==> src/rtl/cmac_pkg.sv <==
// Shared types and constants for the AES-CMAC streaming engine.
// Holds the FSM state encoding, block width, Rb constant and pad byte.
package cmac_pkg;

  localparam int BLK_W = 128;
  localparam int BLK_B = BLK_W / 8;

  localparam logic [BLK_W-1:0] RB = 128'h87;
  localparam logic [7:0] PAD_BYTE = 8'h80;

  typedef enum logic [2:0] {
    S_IDLE,
    S_SUBKEY,
    S_DERIVE,
    S_ABSORB,
    S_ENC,
    S_DONE
  } state_t;

  // Multiply-by-x in GF(2^128), used to derive K1/K2 from L.
  function automatic logic [BLK_W-1:0] dbl(
    input logic [BLK_W-1:0] v
  );
    return {v[BLK_W-2:0], 1'b0} ^
           (v[BLK_W-1] ? RB : '0);
  endfunction

endpackage

==> src/rtl/cmac_last_block.sv <==
// Final-block conditioning: masks, pads and XORs K1/K2 into the block.
// Ports: i_block, i_rem_bytes (16 = complete), i_k1, i_k2 -> o_block.
module cmac_last_block
  import cmac_pkg::*;
(
  input  logic [BLK_W-1:0] i_block,
  input  logic [4:0]       i_rem_bytes,
  input  logic [BLK_W-1:0] i_k1,
  input  logic [BLK_W-1:0] i_k2,
  output logic [BLK_W-1:0] o_block
);

  logic [BLK_W-1:0] w_pad;

  // Keep bytes below rem, pad byte at rem, zero above.
  always_comb begin
    w_pad = '0;
    for (int i = 0; i < BLK_B; i++) begin
      if (5'(i) < i_rem_bytes)
        w_pad[BLK_W-1-8*i -: 8] = i_block[BLK_W-1-8*i -: 8];
      else if (5'(i) == i_rem_bytes)
        w_pad[BLK_W-1-8*i -: 8] = PAD_BYTE;
    end
  end

  assign o_block = (i_rem_bytes == 5'(BLK_B)) ?
                   (i_block ^ i_k1) : (w_pad ^ i_k2);

endmodule

==> src/rtl/cmac_stream_engine.sv <==
// AES-CMAC engine driving an external AES core, with cached subkeys.
// Ports: start/rekey/mode/msg_len/tag_in job setup, msg_* block
// stream, aes_* core handshake, busy, tag_valid/tag/tag_match result.
module cmac_stream_engine
  import cmac_pkg::*;
#(
  parameter int LEN_W = 32,
  parameter int TAG_W = 128
) (
  input  logic             clk,
  input  logic             reset,
  input  logic             i_start,
  input  logic             i_rekey,
  input  logic             i_mode,
  input  logic [LEN_W-1:0] i_msg_len,
  input  logic [TAG_W-1:0] i_tag_in,
  input  logic             i_msg_valid,
  output logic             o_msg_ready,
  input  logic [BLK_W-1:0] i_msg_data,
  output logic             o_aes_start,
  output logic [BLK_W-1:0] o_aes_din,
  input  logic [BLK_W-1:0] i_aes_dout,
  input  logic             i_aes_done,
  output logic             o_busy,
  output logic             o_tag_valid,
  output logic [TAG_W-1:0] o_tag,
  output logic             o_tag_match
);

  state_t r_state;
  state_t w_next;

  logic             r_keyvalid;
  logic             r_mode;
  logic [TAG_W-1:0] r_tag_in;
  logic [LEN_W-1:0] r_nblk;
  logic [LEN_W-1:0] r_cnt;
  logic [4:0]       r_rem;
  logic [BLK_W-1:0] r_x;
  logic [BLK_W-1:0] r_l;
  logic [BLK_W-1:0] r_k1;
  logic [BLK_W-1:0] r_k2;
  logic             r_aes_start;
  logic [BLK_W-1:0] r_aes_din;
  logic [TAG_W-1:0] r_tag;
  logic             r_match;

  logic             w_len_zero;
  logic [3:0]       w_tail;
  logic [LEN_W-1:0] w_nblk;
  logic [4:0]       w_rem;
  logic             w_need_key;
  logic             w_last;
  logic [BLK_W-1:0] w_blk_last;
  logic [BLK_W-1:0] w_blk;
  logic [BLK_W-1:0] w_d;
  logic [TAG_W-1:0] w_cand;

  assign w_len_zero = (i_msg_len == '0);
  assign w_tail     = i_msg_len[3:0];
  assign w_nblk     = w_len_zero ? LEN_W'(1) :
                      (i_msg_len >> 4) +
                      LEN_W'(w_tail != 4'd0);
  // rem = 16 flags a complete final block (K1 path).
  assign w_rem      = w_len_zero ? 5'd0 :
                      (w_tail == 4'd0) ? 5'd16 :
                      {1'b0, w_tail};
  assign w_need_key = i_rekey || !r_keyvalid;
  assign w_last     = (r_cnt == r_nblk - LEN_W'(1));
  assign w_blk      = w_last ? w_blk_last : i_msg_data;
  assign w_d        = r_x ^ w_blk;
  assign w_cand     = i_aes_dout[BLK_W-1 -: TAG_W];

  cmac_last_block u_last (
    .i_block     (i_msg_data),
    .i_rem_bytes (r_rem),
    .i_k1        (r_k1),
    .i_k2        (r_k2),
    .o_block     (w_blk_last)
  );

  always_ff @(posedge clk) begin
    if (reset) r_state <= S_IDLE;
    else       r_state <= w_next;
  end

  always_comb begin
    w_next = r_state;
    unique case (r_state)
      S_IDLE:
        if (i_start)
          w_next = w_need_key ? S_SUBKEY : S_ABSORB;
      S_SUBKEY:
        if (i_aes_done) w_next = S_DERIVE;
      S_DERIVE:
        w_next = S_ABSORB;
      S_ABSORB:
        if (i_msg_valid) w_next = S_ENC;
      S_ENC:
        if (i_aes_done)
          w_next = w_last ? S_DONE : S_ABSORB;
      S_DONE:
        w_next = S_IDLE;
      default:
        w_next = S_IDLE;
    endcase
  end

  always_comb begin
    o_msg_ready = (r_state == S_ABSORB);
    o_busy      = (r_state != S_IDLE);
    o_tag_valid = (r_state == S_DONE);
  end

  assign o_aes_start = r_aes_start;
  assign o_aes_din   = r_aes_din;
  assign o_tag       = r_tag;
  assign o_tag_match = r_match;

  always_ff @(posedge clk) begin
    if (reset) begin
      r_keyvalid  <= 1'b0;
      r_mode      <= 1'b0;
      r_tag_in    <= '0;
      r_nblk      <= '0;
      r_cnt       <= '0;
      r_rem       <= '0;
      r_x         <= '0;
      r_l         <= '0;
      r_k1        <= '0;
      r_k2        <= '0;
      r_aes_start <= 1'b0;
      r_aes_din   <= '0;
      r_tag       <= '0;
      r_match     <= 1'b0;
    end else begin
      r_aes_start <= 1'b0;
      unique case (r_state)
        S_IDLE: begin
          if (i_start) begin
            r_mode   <= i_mode;
            r_tag_in <= i_tag_in;
            r_nblk   <= w_nblk;
            r_rem    <= w_rem;
            r_cnt    <= '0;
            r_x      <= '0;
            if (w_need_key) begin
              r_aes_start <= 1'b1;
              r_aes_din   <= '0;
            end
          end
        end
        S_SUBKEY: begin
          if (i_aes_done) r_l <= i_aes_dout;
        end
        S_DERIVE: begin
          r_k1       <= dbl(r_l);
          r_k2       <= dbl(dbl(r_l));
          r_keyvalid <= 1'b1;
        end
        S_ABSORB: begin
          if (i_msg_valid) begin
            r_aes_start <= 1'b1;
            r_aes_din   <= w_d;
          end
        end
        S_ENC: begin
          if (i_aes_done) begin
            r_x <= i_aes_dout;
            if (w_last) begin
              r_tag   <= w_cand;
              r_match <= r_mode && (w_cand == r_tag_in);
            end else begin
              r_cnt <= r_cnt + LEN_W'(1);
            end
          end
        end
        S_DONE: ;
        default: ;
      endcase
    end
  end

endmodule

==> config.mk <==
export PLATFORM = sky130hd
export DESIGN_NAME = cmac_stream_engine
export DESIGN_NICKNAME = d
export VERILOG_FILES = /design/src/rtl/cmac_pkg.sv /design/src/rtl/cmac_last_block.sv /design/src/rtl/cmac_stream_engine.sv
export SDC_FILE = /design/constraint.sdc
export NUM_CORES = 2
export LEC_CHECK = 0
export ABC_AREA = 1
export BUFFER_PORTS_ARGS = -buffer_cell sky130_fd_sc_hd__buf_2
export CORE_MARGIN = 3
export CORE_UTILIZATION = 45
export CTS_CLUSTER_SIZE = 30
export DETAILED_ROUTE_END_ITERATION = 12
export PLACE_DENSITY_LB_ADDON = 0.08
export SYNTH_ARGS = -nofsm -noshare
export SYNTH_HDL_FRONTEND = slang
export SYNTH_SLANG_ARGS = --single-unit
==> constraint.sdc <==
create_clock -name clk -period 2.6 [get_ports clk]
set_clock_uncertainty 0.05 [all_clocks]
set_input_delay 0.26 -clock clk [delete_from_list [all_inputs] [get_ports clk]]
set_output_delay 0.26 -clock clk [all_outputs]
set_load 0.1 [all_outputs]
# Word level (Yosys, flattened, before mapping)
# Cells that the tools add are included.
[word_totals]
reg_bits = 972
romBits = 0
output_inout_bits = 261
word_cells = 147
ram_bits = 0
mem_count = 0
latchBits = 0
input_bits = 423
[op_classes]
n_bitwise = 5
n_shift = 0
n_mux = 61
n_lt_le_gt_ge = 16
div_mod_pow = 0
addsub = 3
reduce_logical = 18
n_mul = 0
eq_ne = 29
[ops]
columns = ["cell", "n"]
rows = [
  ["$mux 128", 7],
  ["$pmux 128 s2", 2],
  ["$xor 128x128->128", 3],
  ["$mux 8", 34],
  ["$xor 128x8->128", 2],
  ["$eq 128x128->1", 1],
  ["$mux 32", 3],
  ["$pmux 32 s2", 1],
  ["$eq 4x5->1 const A", 8],
  ["$lt 4x5->1 const A", 8],
  ["$add 32x1->32 const B", 1],
  ["$eq 32x32->1", 1],
  ["$logic_not 32->1", 1],
  ["$sub 32x1->32 const B", 1],
  ["$add 28x1->29", 1],
  ["$mux 29", 1],
  ["$eq 3x5->1 const A", 4],
  ["$lt 3x5->1 const A", 4],
  ["$mux 3", 5],
  ["$pmux 3 s5", 1],
  ["$ne 2x2->1 const B", 6],
  ["$reduce_and 4->1", 3],
  ["$eq 2x5->1 const A", 2],
  ["$lt 1x5->1 const A", 2],
  ["other kinds (21)", 30],
]

# Logic depth before layout (Yosys ltp)
[depth]
word_depth = 9
ltp_mapped = 21
mapped_depth_nobuf = 19

# Cells and area by module
# From an unflattened synthesis, not the netlist that was laid out.
[hier_totals]
cells_unflattened = 6267
hier_area_um2 = 42255.5
[by_module_without_submodules]
columns = ["mod", "instances", "cells_per_inst", "area_each_um2", "seq_area_each_um2"]
rows = [
  ["cmac_stream_engine", 1, 5347, 37405.9, 16896.2],
  ["cmac_last_block", 1, 920, 4849.7, 0.0],
]

# Worst setup path before layout
# OpenSTA, ideal clock, no wires.
[synth_path]
kind = "reg2out"
startpoint = "reg r_state[2]"
endpoint = "out o_tag_valid"
n_path_buf = 0
path_slack_ns = -0.186
t_arrival_ns = 2.476
path_stages_with_launch = 3
required_ns = 2.290
path_cell_list = "dfxtp_1 > inv_1 > nor3_1"
[synth_via]
elab_chain_len = 1
[synth_rtl]
columns = ["item", "line_no", "source"]
rows = [
  ["start: declaration", "cmac_stream_engine.sv:30", "state_t r_state;"],
  ["start signal: assignment", "cmac_stream_engine.sv:84", "else r_state <= w_next;"],
  ["$eq 3x3->1", "cmac_stream_engine.sv:112", "o_tag_valid = (r_state == S_DONE);"],
  ["end: declaration", "cmac_stream_engine.sv:25", "output logic o_tag_valid,"],
]
# Every way passes these cells.

# Final worst setup path
[layout_path]
startpoint = "reg r_nblk[5]"
endpoint = "reg r_tag[21], in the netlist o_tag[21]"
[layout_via]
elab_chain_len = 3
[layout_rtl]
columns = ["item", "line_no", "source"]
rows = [
  ["start: declaration", "cmac_stream_engine.sv:36", "logic [LEN_W-1:0] r_nblk;"],
  ["start signal: assignment", "cmac_stream_engine.sv:143", "r_nblk <= w_nblk;"],
  ["$sub 32x1->32", "cmac_stream_engine.sv:69", "assign w_last = (r_cnt == r_nblk - LEN_W'(1));"],
  ["$eq 32x32->1", "cmac_stream_engine.sv:69", ""],
  ["$reduce_and 3->1 (no line)", "-", ""],
  ["end signal: assignment", "cmac_stream_engine.sv:171", "r_tag <= w_cand;"],
  ["end: declaration", "cmac_stream_engine.sv:45", "logic [TAG_W-1:0] r_tag;"],
]
# Every way passes these cells.
# A chain may end at the register's enable or synchronous reset.

==> impl_metrics.csv <==
group,metric,value,unit
status,status,"finished, violations left",
status,violations,"setup timing",
routing,ant_nets,0,
layout,n_fill_cell,8472,
cts,root_buffer,"clkbuf_16",
global_routing,grt_pass1_wl,264000,microns
placement,port_buffers,683,
logic_synthesis,ys_seq_area_frac,0.403,
sta,hold_viol,0,
cts,cts_made_buffers,94,
sta,holdWs,0.0352,ns
critical_path,cp_slowest_cell,"dfxtp_4",
critical_path,r2r-end,"o_tag[21]$_SDFFE_PP0P_",
layout,layout_common_cells,"nand2_1 (1,071), nor2_1 (843), dfxtp_1 (834)",
sta,final_max_slew_viol_count,0,
critical_path,crit_arrival,3.38,ns
logic_synthesis,yosys_warnings,0,
floorplanning,ioPinCount,684,
routing,vias,47460,
floorplanning,chipHeight,311,microns
cts,clock-sinks,844,
routing,first_iter_violations,4485,
global_routing,antenna_found_initial,43,
critical_path,crit_path_start,"r_nblk[5]$_SDFFE_PP0P_",
cts,clk_pin_slew,0.06,ns
logic_synthesis,synth_area,42000,sq um
logic_synthesis,synth_top_area_frac,0.403,
sta,fin_crit_sh,1.10,
power,ir_drop,0.859,mV
cts,cts_buffer_depth,3,
logic_synthesis,async_flop_share,0,
critical_path,end_kind,"flop",
floorplanning,die_w,311,microns
hold_path,hold_depth,7,
critical_path,r2r-start,"r_nblk[5]$_SDFFE_PP0P_",
logic_synthesis,syn_inst,6200,
layout,drive_gt1_frac,0.187,
layout,syn_to_final_growth,36.9,%
layout,fin_cells,8668,
floorplanning,rows,111,
sta,min_period,2.87,ns
logic_synthesis,synth.distinct_cells,49,
critical_path,rrSetupSlack,-0.27,ns
critical_path,crit_fanout,12,
sta,worstMarginPinSlew,0.998,ns
cts,tritoncts,"yes",
sta,rsz0062_at_grt,"true",
sta,relSlewSlack,0.334,
routing,wirelength,180000,microns
power,p_leak,0.0253,uW
global_routing,track_usage,0.344,
logic_synthesis,syn_area_per_cell,6.77,sq um
logic_synthesis,synth-seq-cells,844,
critical_path,reg2reg_depth,21,
cts,clock_latency,0.68,ns
placement,globalplace.congestion,0.911,
sta,worst_slack,-0.266,ns
critical_path,worst_path_largest_cell_delay,0.36,ns
placement,dpl.hpwl,116000,microns
logic_synthesis,synth_top_area_cell,"dfxtp_1",
global_routing,grt_max_degree,171,
run,maxCapViolCount,0,
sta,setup_viol,289,
routing,viasPerCell,5.48,
power,p_per_area,1020,nW/um^2
critical_path,cp_num_buf_inv,6,
cts,h-tree-depth,3,
global_routing,grt_pass1_vias,44459,
hold_path,holdPathEnd,"o_aes_din[92]$_SDFFE_PP0P_",
logic_synthesis,synth-main-ff-cell,"dfxtp_1",
layout,num-nets-final,7746,
floorplanning,start_util,0.456,
critical_path,crit_top_cell,"nand2_1",
hold_path,min_from,"i_msg_data[92]",
power,report.power.total,58300,uW
critical_path,crit_type,"flop to flop",
global_routing,grt_overflow_total,0,
routing,drt_pass1_iterations,8,
logic_synthesis,yosys-top-cells-area,"dfxtp_1 (40%), nand2_1 (9.7%), nor2_1 (7.9%), o21ai_0 (7.1%), a21oi_1 (6.5%)",
critical_path,crit_family,"simple AND/OR/NAND/NOR gates",
hold_path,hold_path_class,"input pin to flop",
critical_path,path_cells,"nor2_4, nand2_1, nor2_2, buf_6, nand2_1, nor2_1, nand2_1, nand2_1, nand2_1, inv_2, nand2_1, nor2_4, nand3_4, inv_2, nand2_4, nor2_4, buf_12, inv_16, bufbuf_16, nor2_1, nor2_1",
critical_path,cp-start-kind,"flop",
routing,wire_per_inst,20.7,microns
floorplanning,dieArea,96900,sq um
floorplanning,coreArea,92100,sq um
routing,drc,0,
layout,final_common_cell,"nand2_1",
logic_synthesis,synth_edf_count,0,
critical_path,required,3.11,ns
sta,max_freq,349,MHz
logic_synthesis,syn_nets,6627,
placement,placedCellCount,8029,
==> worst register-to-register path, delay by kind of cell (launching register included) <==
| family | cells | cell delay (ns) |
|---|---|---|
| flip-flops | 1 | 0.36 |
| AND/OR/NAND/NOR | 15 | 1.49 |
| buffers and inverters | 6 | 0.87 |
==> flip-flops by register name, indices dropped and copies added (netlist names) <==
| signal | flops |
|---|---|
| r_mode | 1 |
| o_aes_din | 128 |
| r_tag_in | 128 |
| o_tag_match | 1 |
| o_aes_start | 1 |
| r_k1 | 127 |
| r_l | 128 |
| r_k2 | 4 |
| r_cnt | 32 |
| o_tag | 128 |
| r_nblk | 29 |
| r_rem | 5 |
| r_state | 3 |
| r_x | 128 |
| r_keyvalid | 1 |
==> synth_stat cells, drive strengths merged (12+ instances only) <==
library cell / n
a21oi: 543
o31ai: 21
nor4: 26
nand3: 486
buf: 114
nand4: 165
dfxtp: 844
o22ai: 26
nand2: 1089
nor2: 890
a211oi: 72
inv: 578
nor3: 48
xor2: 162
o21ai: 702
o32ai: 12
xnor2: 80
clkbuf: 268
==> area by class of cell <==
cell class                      instances  area [sq um]  share of cell area
Clock inverter                         32           414             0.00721
Antenna cell                           29          72.6             0.00126
Multi-Input combinational cell       4391         21900               0.382
Clock buffer                          141          2810              0.0489
Inverter                              583          2230              0.0389
Timing Repair Buffer                 1405         11500               0.201
Tap cell                             1243          1560              0.0271
Sequential cell                       844         16900               0.294
==> per-stage QoR <==
step | setup WS [ns] | TNS, ns | instance area [sq um] | utilization
after global routing | -0.443 | -105.96 | 57400 | 0.624
after CTS | -0.141 | -20.53 | 56400 | 0.612
after global placement | -0.338 | -77.04 | 48300 | 0.525
after detailed placement | -0.391 | -91.55 | 48300 | 0.525
after floorplan | -0.0434 | -1.78 | 42000 | -
final | -0.266 | -47.90 | 57500 | 0.624
==> worst max path at each step <==
stage	slack, ns	end	cells after the start
after floorplan	-0.04	r_x[111]$_SDFFE_PP0P_	10
after global placement	-0.34	o_tag[11]$_SDFFE_PP0P_	21
after detailed placement	-0.39	o_tag_match$_SDFFE_PP0P_	21
after CTS	-0.14	o_tag[74]$_SDFFE_PP0P_	21
after global routing	-0.44	o_tag[43]$_SDFFE_PP0P_	22
final	-0.27	o_tag[21]$_SDFFE_PP0P_	21
==> repair_timing <==
action | in CTS | in global routing
pin swaps | 20 | 195
resized for setup | 142 | 138
endpoints found under the setup margin | 290 | 296
cloned | 16 | 22
hold endpoints to repair | 626 | 2
hold buffers | 373 | 1
buffers inserted | 22 | 7
==> power breakdown <==
group | internal [uW] | total (uW) | switching [uW]
combinational | 10100 | 27000 | 16900
clock | 8180 | 14000 | 5800
sequential | 15700 | 17400 | 1700
total | 34000 | 58300 | 24400
==> metal layers <==
layer	GRT usage	wire length [microns]
met3	0.0769	17300
met1	0.441	73800
met2	0.556	79900
met5	0	149
met4	0.149	8570
==> cell families (layout without fill, tap and decap cells) <==
family                     count (synthesis)  count (layout)  synth area share
AOI/OAI and AO/OA                       1412            1412             0.178
buffers and inverters                    965            2161            0.0912
xor gates and xnor gates                 242             242            0.0505
adders and majority gates                  4               4           0.00119
and+or+nand+nor                         2726            2726             0.274
muxes                                      7               7           0.00167
other                                      0              29                 0
DFF                                      844             844             0.403
(Power assumes the default switching activity.)
